## config.mk

```make
export PLATFORM = sky130hd
export DESIGN_NAME = cacheline_arbiter_flat
export DESIGN_NICKNAME = d
export VERILOG_FILES = /design/src/rtl/cacheline_arbiter_if.sv /design/src/rtl/cacheline_arbiter.sv /design/src/flat_wrapper.sv
export SDC_FILE = /design/constraint.sdc
export NUM_CORES = 2
export LEC_CHECK = 0
export CAP_MARGIN = 25
export CORE_AREA = 2 2 400 402
export DETAILED_ROUTE_END_ITERATION = 8
export DIE_AREA = 0 0 402 404
export HOLD_SLACK_MARGIN = 0.02
export SYNTH_ARGS = -nofsm -noshare
export SYNTH_HDL_FRONTEND = slang
export SYNTH_SLANG_ARGS = --single-unit
```

## constraint.sdc

```tcl
create_clock -name clk -period 7.6 [get_ports clk]
set_input_delay 0.76 -clock clk [delete_from_list [all_inputs] [get_ports clk]]
set_output_delay 0.76 -clock clk [all_outputs]
set_load 0.02 [all_outputs]
```

## src/rtl/cacheline_arbiter_if.sv

```systemverilog
// Cache-side and burst-memory-side signal bundle for cacheline_arbiter.
// slave = arbiter view, master = caches/memory view.
interface cacheline_arbiter_if #(
    parameter int unsigned BEATS  = 4,
    parameter int unsigned BEAT_W = 64
);
    localparam int unsigned LW = BEATS * BEAT_W;

    logic [31:0]       i_addr;
    logic              i_read;
    logic [LW-1:0]     i_rdata;
    logic              i_resp;

    logic [31:0]       d_addr;
    logic              d_read;
    logic              d_write;
    logic [LW-1:0]     d_wdata;
    logic [LW-1:0]     d_rdata;
    logic              d_resp;

    logic [31:0]       bmem_addr;
    logic              bmem_read;
    logic              bmem_write;
    logic [BEAT_W-1:0] bmem_wdata;
    logic              bmem_ready;
    logic [31:0]       bmem_raddr;
    logic [BEAT_W-1:0] bmem_rdata;
    logic              bmem_rvalid;

    modport slave (
        input  i_addr, i_read, d_addr, d_read, d_write, d_wdata,
               bmem_ready, bmem_raddr, bmem_rdata, bmem_rvalid,
        output i_rdata, i_resp, d_rdata, d_resp,
               bmem_addr, bmem_read, bmem_write, bmem_wdata
    );

    modport master (
        output i_addr, i_read, d_addr, d_read, d_write, d_wdata,
               bmem_ready, bmem_raddr, bmem_rdata, bmem_rvalid,
        input  i_rdata, i_resp, d_rdata, d_resp,
               bmem_addr, bmem_read, bmem_write, bmem_wdata
    );
endinterface

```

## src/rtl/cacheline_arbiter.sv

```systemverilog
// Arbitrates I-cache and D-cache line requests onto one burst memory port,
// one transaction at a time, alternating grants on contention.
module cacheline_arbiter #(
    parameter int unsigned BEATS  = 4,
    parameter int unsigned BEAT_W = 64
) (
    input  logic              clk,
    input  logic              rst_n,
    cacheline_arbiter_if.slave bus
);
    localparam int unsigned CW = (BEATS > 1) ? $clog2(BEATS) : 1;
    localparam logic [CW-1:0] LAST_BEAT = CW'(BEATS - 1);

    typedef enum logic [2:0] {IDLE, RD_ISSUE, RD_COLLECT, WR_BURST, DONE} state_t;
    typedef enum logic {inst_t, data_t} servicing_t;
    typedef logic [BEATS-1:0][BEAT_W-1:0] line_t;

    state_t            state, state_nxt;
    logic [CW-1:0]     beat_cnt, beat_cnt_nxt;
    servicing_t        last_served, last_served_nxt;
    servicing_t        req_q, req_nxt;
    servicing_t        grant;
    logic              is_write_q, is_write_nxt;
    logic [31:0]       addr_q, addr_nxt;
    line_t             line_q, line_nxt;

    line_t             i_rdata_q, i_rdata_nxt;
    line_t             d_rdata_q, d_rdata_nxt;
    logic              i_resp_q, i_resp_nxt;
    logic              d_resp_q, d_resp_nxt;
    logic [31:0]       bmem_addr_q, bmem_addr_nxt;
    logic              bmem_read_q, bmem_read_nxt;
    logic              bmem_write_q, bmem_write_nxt;
    logic [BEAT_W-1:0] bmem_wdata_q, bmem_wdata_nxt;

    logic              i_req;
    logic              d_req;

    assign i_req = bus.i_read;
    assign d_req = bus.d_read | bus.d_write;

    // State, transaction context and registered outputs
    always_ff @(posedge clk or negedge rst_n) begin
        if (!rst_n) begin
            state        <= IDLE;
            beat_cnt     <= '0;
            last_served  <= data_t;
            req_q        <= inst_t;
            is_write_q   <= 1'b0;
            addr_q       <= '0;
            line_q       <= '0;
            i_rdata_q    <= '0;
            d_rdata_q    <= '0;
            i_resp_q     <= 1'b0;
            d_resp_q     <= 1'b0;
            bmem_addr_q  <= '0;
            bmem_read_q  <= 1'b0;
            bmem_write_q <= 1'b0;
            bmem_wdata_q <= '0;
        end else begin
            state        <= state_nxt;
            beat_cnt     <= beat_cnt_nxt;
            last_served  <= last_served_nxt;
            req_q        <= req_nxt;
            is_write_q   <= is_write_nxt;
            addr_q       <= addr_nxt;
            line_q       <= line_nxt;
            i_rdata_q    <= i_rdata_nxt;
            d_rdata_q    <= d_rdata_nxt;
            i_resp_q     <= i_resp_nxt;
            d_resp_q     <= d_resp_nxt;
            bmem_addr_q  <= bmem_addr_nxt;
            bmem_read_q  <= bmem_read_nxt;
            bmem_write_q <= bmem_write_nxt;
            bmem_wdata_q <= bmem_wdata_nxt;
        end
    end

    // Next-state, grant and line-buffer update
    always_comb begin
        state_nxt       = state;
        beat_cnt_nxt    = beat_cnt;
        last_served_nxt = last_served;
        req_nxt         = req_q;
        is_write_nxt    = is_write_q;
        addr_nxt        = addr_q;
        line_nxt        = line_q;
        grant           = inst_t;

        case (state)
            IDLE: begin
                if (i_req || d_req) begin
                    if (i_req && d_req) begin
                        grant = (last_served == inst_t) ? data_t : inst_t;
                    end else begin
                        grant = i_req ? inst_t : data_t;
                    end
                    req_nxt      = grant;
                    is_write_nxt = (grant == data_t) && bus.d_write;
                    addr_nxt     = (grant == inst_t) ? {bus.i_addr[31:5], 5'd0}
                                                     : {bus.d_addr[31:5], 5'd0};
                    beat_cnt_nxt = '0;
                    if (is_write_nxt) begin
                        line_nxt  = bus.d_wdata;
                        state_nxt = WR_BURST;
                    end else begin
                        state_nxt = RD_ISSUE;
                    end
                end
            end
            RD_ISSUE: begin
                if (bus.bmem_ready) begin
                    state_nxt = RD_COLLECT;
                end
            end
            RD_COLLECT: begin
                // Beats tagged with another line address are not ours
                if (bus.bmem_rvalid && (bus.bmem_raddr == addr_q)) begin
                    line_nxt[beat_cnt] = bus.bmem_rdata;
                    if (beat_cnt == LAST_BEAT) begin
                        beat_cnt_nxt = '0;
                        state_nxt    = DONE;
                    end else begin
                        beat_cnt_nxt = beat_cnt + CW'(1);
                    end
                end
            end
            WR_BURST: begin
                if (bus.bmem_ready) begin
                    if (beat_cnt == LAST_BEAT) begin
                        beat_cnt_nxt = '0;
                        state_nxt    = DONE;
                    end else begin
                        beat_cnt_nxt = beat_cnt + CW'(1);
                    end
                end
            end
            DONE: begin
                last_served_nxt = req_q;
                state_nxt       = IDLE;
            end
            default: begin
                state_nxt = IDLE;
            end
        endcase
    end

    // Output values for the coming cycle, decoded from the next state
    always_comb begin
        i_resp_nxt     = 1'b0;
        d_resp_nxt     = 1'b0;
        i_rdata_nxt    = i_rdata_q;
        d_rdata_nxt    = d_rdata_q;
        bmem_read_nxt  = 1'b0;
        bmem_write_nxt = 1'b0;
        bmem_addr_nxt  = '0;
        bmem_wdata_nxt = '0;

        case (state_nxt)
            RD_ISSUE: begin
                bmem_read_nxt = 1'b1;
                bmem_addr_nxt = addr_nxt;
            end
            WR_BURST: begin
                bmem_write_nxt = 1'b1;
                bmem_addr_nxt  = addr_nxt;
                bmem_wdata_nxt = line_nxt[beat_cnt_nxt];
            end
            DONE: begin
                if (req_nxt == inst_t) begin
                    i_resp_nxt = 1'b1;
                    if (!is_write_nxt) begin
                        i_rdata_nxt = line_nxt;
                    end
                end else begin
                    d_resp_nxt = 1'b1;
                    if (!is_write_nxt) begin
                        d_rdata_nxt = line_nxt;
                    end
                end
            end
            default: begin
            end
        endcase
    end

    assign bus.i_rdata    = i_rdata_q;
    assign bus.i_resp     = i_resp_q;
    assign bus.d_rdata    = d_rdata_q;
    assign bus.d_resp     = d_resp_q;
    assign bus.bmem_addr  = bmem_addr_q;
    assign bus.bmem_read  = bmem_read_q;
    assign bus.bmem_write = bmem_write_q;
    assign bus.bmem_wdata = bmem_wdata_q;
endmodule

```

## src/flat_wrapper.sv

```systemverilog
// flat-port wrapper written by rule: the top's interface ports become plain ports
module cacheline_arbiter_flat 
#(
    parameter int unsigned BEATS  = 4,
    parameter int unsigned BEAT_W = 64
)
  (clk, rst_n, bus_i_addr, bus_i_read, bus_d_addr, bus_d_read, bus_d_write, bus_d_wdata, bus_bmem_ready, bus_bmem_raddr, bus_bmem_rdata, bus_bmem_rvalid, bus_i_rdata, bus_i_resp, bus_d_rdata, bus_d_resp, bus_bmem_addr, bus_bmem_read, bus_bmem_write, bus_bmem_wdata);
  cacheline_arbiter_if #(.BEATS(BEATS), .BEAT_W(BEAT_W)) bus_i ();
  input  logic clk;
  input  logic rst_n;
  input wire logic [$bits(bus_i.i_addr)-1:0] bus_i_addr;
  input wire logic [$bits(bus_i.i_read)-1:0] bus_i_read;
  input wire logic [$bits(bus_i.d_addr)-1:0] bus_d_addr;
  input wire logic [$bits(bus_i.d_read)-1:0] bus_d_read;
  input wire logic [$bits(bus_i.d_write)-1:0] bus_d_write;
  input wire logic [$bits(bus_i.d_wdata)-1:0] bus_d_wdata;
  input wire logic [$bits(bus_i.bmem_ready)-1:0] bus_bmem_ready;
  input wire logic [$bits(bus_i.bmem_raddr)-1:0] bus_bmem_raddr;
  input wire logic [$bits(bus_i.bmem_rdata)-1:0] bus_bmem_rdata;
  input wire logic [$bits(bus_i.bmem_rvalid)-1:0] bus_bmem_rvalid;
  output wire logic [$bits(bus_i.i_rdata)-1:0] bus_i_rdata;
  output wire logic [$bits(bus_i.i_resp)-1:0] bus_i_resp;
  output wire logic [$bits(bus_i.d_rdata)-1:0] bus_d_rdata;
  output wire logic [$bits(bus_i.d_resp)-1:0] bus_d_resp;
  output wire logic [$bits(bus_i.bmem_addr)-1:0] bus_bmem_addr;
  output wire logic [$bits(bus_i.bmem_read)-1:0] bus_bmem_read;
  output wire logic [$bits(bus_i.bmem_write)-1:0] bus_bmem_write;
  output wire logic [$bits(bus_i.bmem_wdata)-1:0] bus_bmem_wdata;
  assign bus_i.i_addr = bus_i_addr;
  assign bus_i.i_read = bus_i_read;
  assign bus_i.d_addr = bus_d_addr;
  assign bus_i.d_read = bus_d_read;
  assign bus_i.d_write = bus_d_write;
  assign bus_i.d_wdata = bus_d_wdata;
  assign bus_i.bmem_ready = bus_bmem_ready;
  assign bus_i.bmem_raddr = bus_bmem_raddr;
  assign bus_i.bmem_rdata = bus_bmem_rdata;
  assign bus_i.bmem_rvalid = bus_bmem_rvalid;
  assign bus_i_rdata = bus_i.i_rdata;
  assign bus_i_resp = bus_i.i_resp;
  assign bus_d_rdata = bus_i.d_rdata;
  assign bus_d_resp = bus_i.d_resp;
  assign bus_bmem_addr = bus_i.bmem_addr;
  assign bus_bmem_read = bus_i.bmem_read;
  assign bus_bmem_write = bus_i.bmem_write;
  assign bus_bmem_wdata = bus_i.bmem_wdata;
  cacheline_arbiter #(.BEATS(BEATS), .BEAT_W(BEAT_W)) u_core (.clk(clk), .rst_n(rst_n), .bus(bus_i));
endmodule
```

==> flow_summary.toml <==
[worst_setup_path]
required_ps = 8170
crit_type = "input pin to register"
start_kind = "input pin"
cp-end-kind = "register"
crit_fanout = 119
crit_arrival_ps = 5640
r2r_start = "u_core.addr_q[22]"
crit_path_start = "bus_bmem_raddr[22]"

[clock_tree]
htreeDepth = 3
insertion_delay_ps = 720
cts.clk_slew.worst_paths_ps = 60
clockBufferDepth = 3
cts_resized = 0
cts_inserted_buffers = 104
root_buffer = "clkbuf_16"
cts_setup_buffers = 0
postCtsHoldBufs = 0
cts_tree = "done"
clock_sinks = 908

[placed_design]
hpwl_microns = 113000
place.gp.congestion = 0.869
io_buffer_count = 1024
dp_cells = 5578

[layout]
multi_input_area_sq_um = 13400
n_fill_cell = 15700
drive_gt1_share_pct = 18.5
final_cells = 5794
ff_latch_area_sq_um = 22700
syn_to_final_growth_pct = 44.0
final_common_cell = "clkdlybuf4s50_1"
mostFrequentLayoutCells = "clkdlybuf4s50_1 (1023), dfrtp_1 (907), mux2_2 (438)"
layout.nets = 4039

[floorplan]
fp.dieH_microns = 404
die_w_microns = 402
initial_core_util_pct = 23.4
coreArea_sq_um = 158000
fp-row-count = 146
fp.dieArea_sq_um = 162000
io_pins = 1035

[pwr]
max-vdd-ir-drop_uv = 208
static-leakage-power_nw = 24.5
power_density_nw_per_um2 = 242

[drt]
drt_iter0_drc = 1813
via_count = 27600
drtPass1Iterations = 5
via_per_inst = 4.77
antenna_left = 0
drc = 0
avgRoutedWirePerCell_microns = 27.7
routed_wl_microns = 160000

[sta]
max_slew.worst_pin.slew_ps = 1200
slew_violations = 0
clock_skew_ps = 42.0
hold_viol_final = 0
slew_headroom_pct = 19.8
timing.final.crit_share_pct = 66.8
rsz0062_at_grt = "false"
max_freq_mhz = 197
fin_crit_ps = 5080
tns_ps = 0
setup_viol = 0

[synthesis]
synth_seq_cells = 908
synthFlopType = "dfrtp_1"
yosysWarningCount = 0
avgSynthCellArea_sq_um = 14.1
syn_area_sq_um = 36900
synth_cell_types = 47
synth_nets = 3048
synth_cells = 2621
async_flop_share_pct = 100
synth.yosys.seq_area_share_pct = 61.5
synth_edf_count = 0

[run]
drv_cap = 0

[grt]
grt.busiest_layer = "met2"
grt_use_met2_pct = 31.3
gr-usage-met3_pct = 6.18
gr-total-overflow = 0
antenna_found_initial = 36
grt_pass1_vias = 28700
grtUsageTotal_pct = 19.1
gr-usage-met1_pct = 23.2
grt_start_max_net_pins = 156
grt_pass1_wl_microns = 223000

[hold_path]
hold_path.class = "input pin to asynchronous set/reset pin"

[status]
status = "finished clean"
==> layout make-up <==
class,count,share of cell area [%]
Antenna cell,24,0.113
Clock buffer,164,6.04
Clock inverter,28,0.729
Inverter,9,0.0682
Multi-Input combinational cell,1511,25.1
Sequential cell,908,42.7
Tap cell,2072,4.87
Timing Repair Buffer,1078,20.3
==> routing by layer <==
metal  wire length (microns)  vias up
met5                      87        -
met4                    6180       14
met3                   13500      264
met2                   77300     1209
met1                   63400    14500
li1                        -    11700
==> report_power, final <==
group	switching (mW)	leakage [nW]	internal, mW
logic	1.30	10.4	0.833
clock network	2.15	1.76	3.08
registers	0.186	12.3	5.35
total	3.64	24.5	9.26
==> synthesized netlist by cell type (2+ instances only) <==
cell	count	area (sq um)
mux2_2	438	4930
mux2i_1	91	911
a32o_1	64	641
a21o_1	66	495
nor2b_1	33	206
and2_1	200	1250
a221o_1	192	1920
nor4_1	5	31.3
nand2_1	8	30.0
dfrtp_1	907	22700
clkbuf_1	107	402
o32ai_1	64	561
buf_1	20	75.1
nor3_1	2	10.0
a21oi_1	32	160
nand2b_1	2	12.5
o21ai_0	8	40.0
buf_6	4	45.0
xor2_1	12	105
or2_2	3	18.8
buf_2	20	100
ha_1	4	50.1
or4_1	2	15.0
nor2_1	166	623
inv_1	9	33.8
nand4_1	5	31.3
buf_4	42	315
nor3_2	2	20.0
o31ai_1	2	15.0
mux2_1	75	845
xnor2_1	20	175
==> critical path, cell delays in order <==
cell             delay (ps)
clkdlybuf4s50_1         410
xor2_1                  220
or4_1                   540
or4b_1                  550
nor4_4                  530
buf_4                   300
o21bai_1                280
nand2_2                 220
nor3_4                  480
buf_12                  440
mux2_2                  420
==> state kept, by name (all words and copies together) (netlist names), 2 cells and up <==
register	count
u_core.addr_q	32
u_core.line_q	256
u_core.state	3
u_core.bus.bmem_wdata	64
u_core.bus.i_rdata	256
u_core.beat_cnt	2
u_core.bus.d_rdata	256
u_core.bus.bmem_addr	32
==> kinds of logic (layout without fill, tap and decap cells) <==
logic type | Yosys count | after routing | synth area share [%]
buf+inv | 202 | 1279 | 2.63
fa+ha+maj | 4 | 4 | 0.136
flops | 908 | 908 | 61.5
mux | 604 | 604 | 18.1
other cells | 0 | 24 | 0
compound gates | 434 | 434 | 10.5
simple gates | 437 | 437 | 6.33
xor+xnor | 32 | 32 | 0.759
==> worst paths after layout <==
| kind | endpoint | slack [ps] | cells past startpoint |
|---|---|---|---|
| setup / recovery | u_core.bus.d_rdata[101] | 2520 | 11 |
| hold / removal | u_core.bus.d_rdata[75] | 130 | 1 |
| setup reg to reg | u_core.bus.d_rdata[101] | 2590 | 10 |
| hold reg to reg | u_core.bus.i_rdata[243] | 480 | 1 |
| max in group asynchronous | u_core.bus.bmem_addr[11] | 5370 | 3 |
| min in group clk | u_core.bus.i_rdata[243] | 480 | 1 |
==> metrics by stage <==
stage / hold WS [ps] / setup slack, ps / area (sq um) / total power [mW] / util (%)
6_report: 130 / 2520 / 53200 / 12.9 / 33.7
2_1_floorplan: 464 / 3790 / 36900 / 6.67 / -
3_5_place_dp: 474 / 1900 / 49500 / 7.74 / 31.4
3_3_place_gp: 467 / 1920 / 49500 / 7.70 / 31.4
5_1_grt: 127 / 2430 / 53200 / 13.4 / 33.7
4_1_cts: 77.4 / 2660 / 53100 / 13.0 / 33.7
Power figures use the tool's default switching activity.
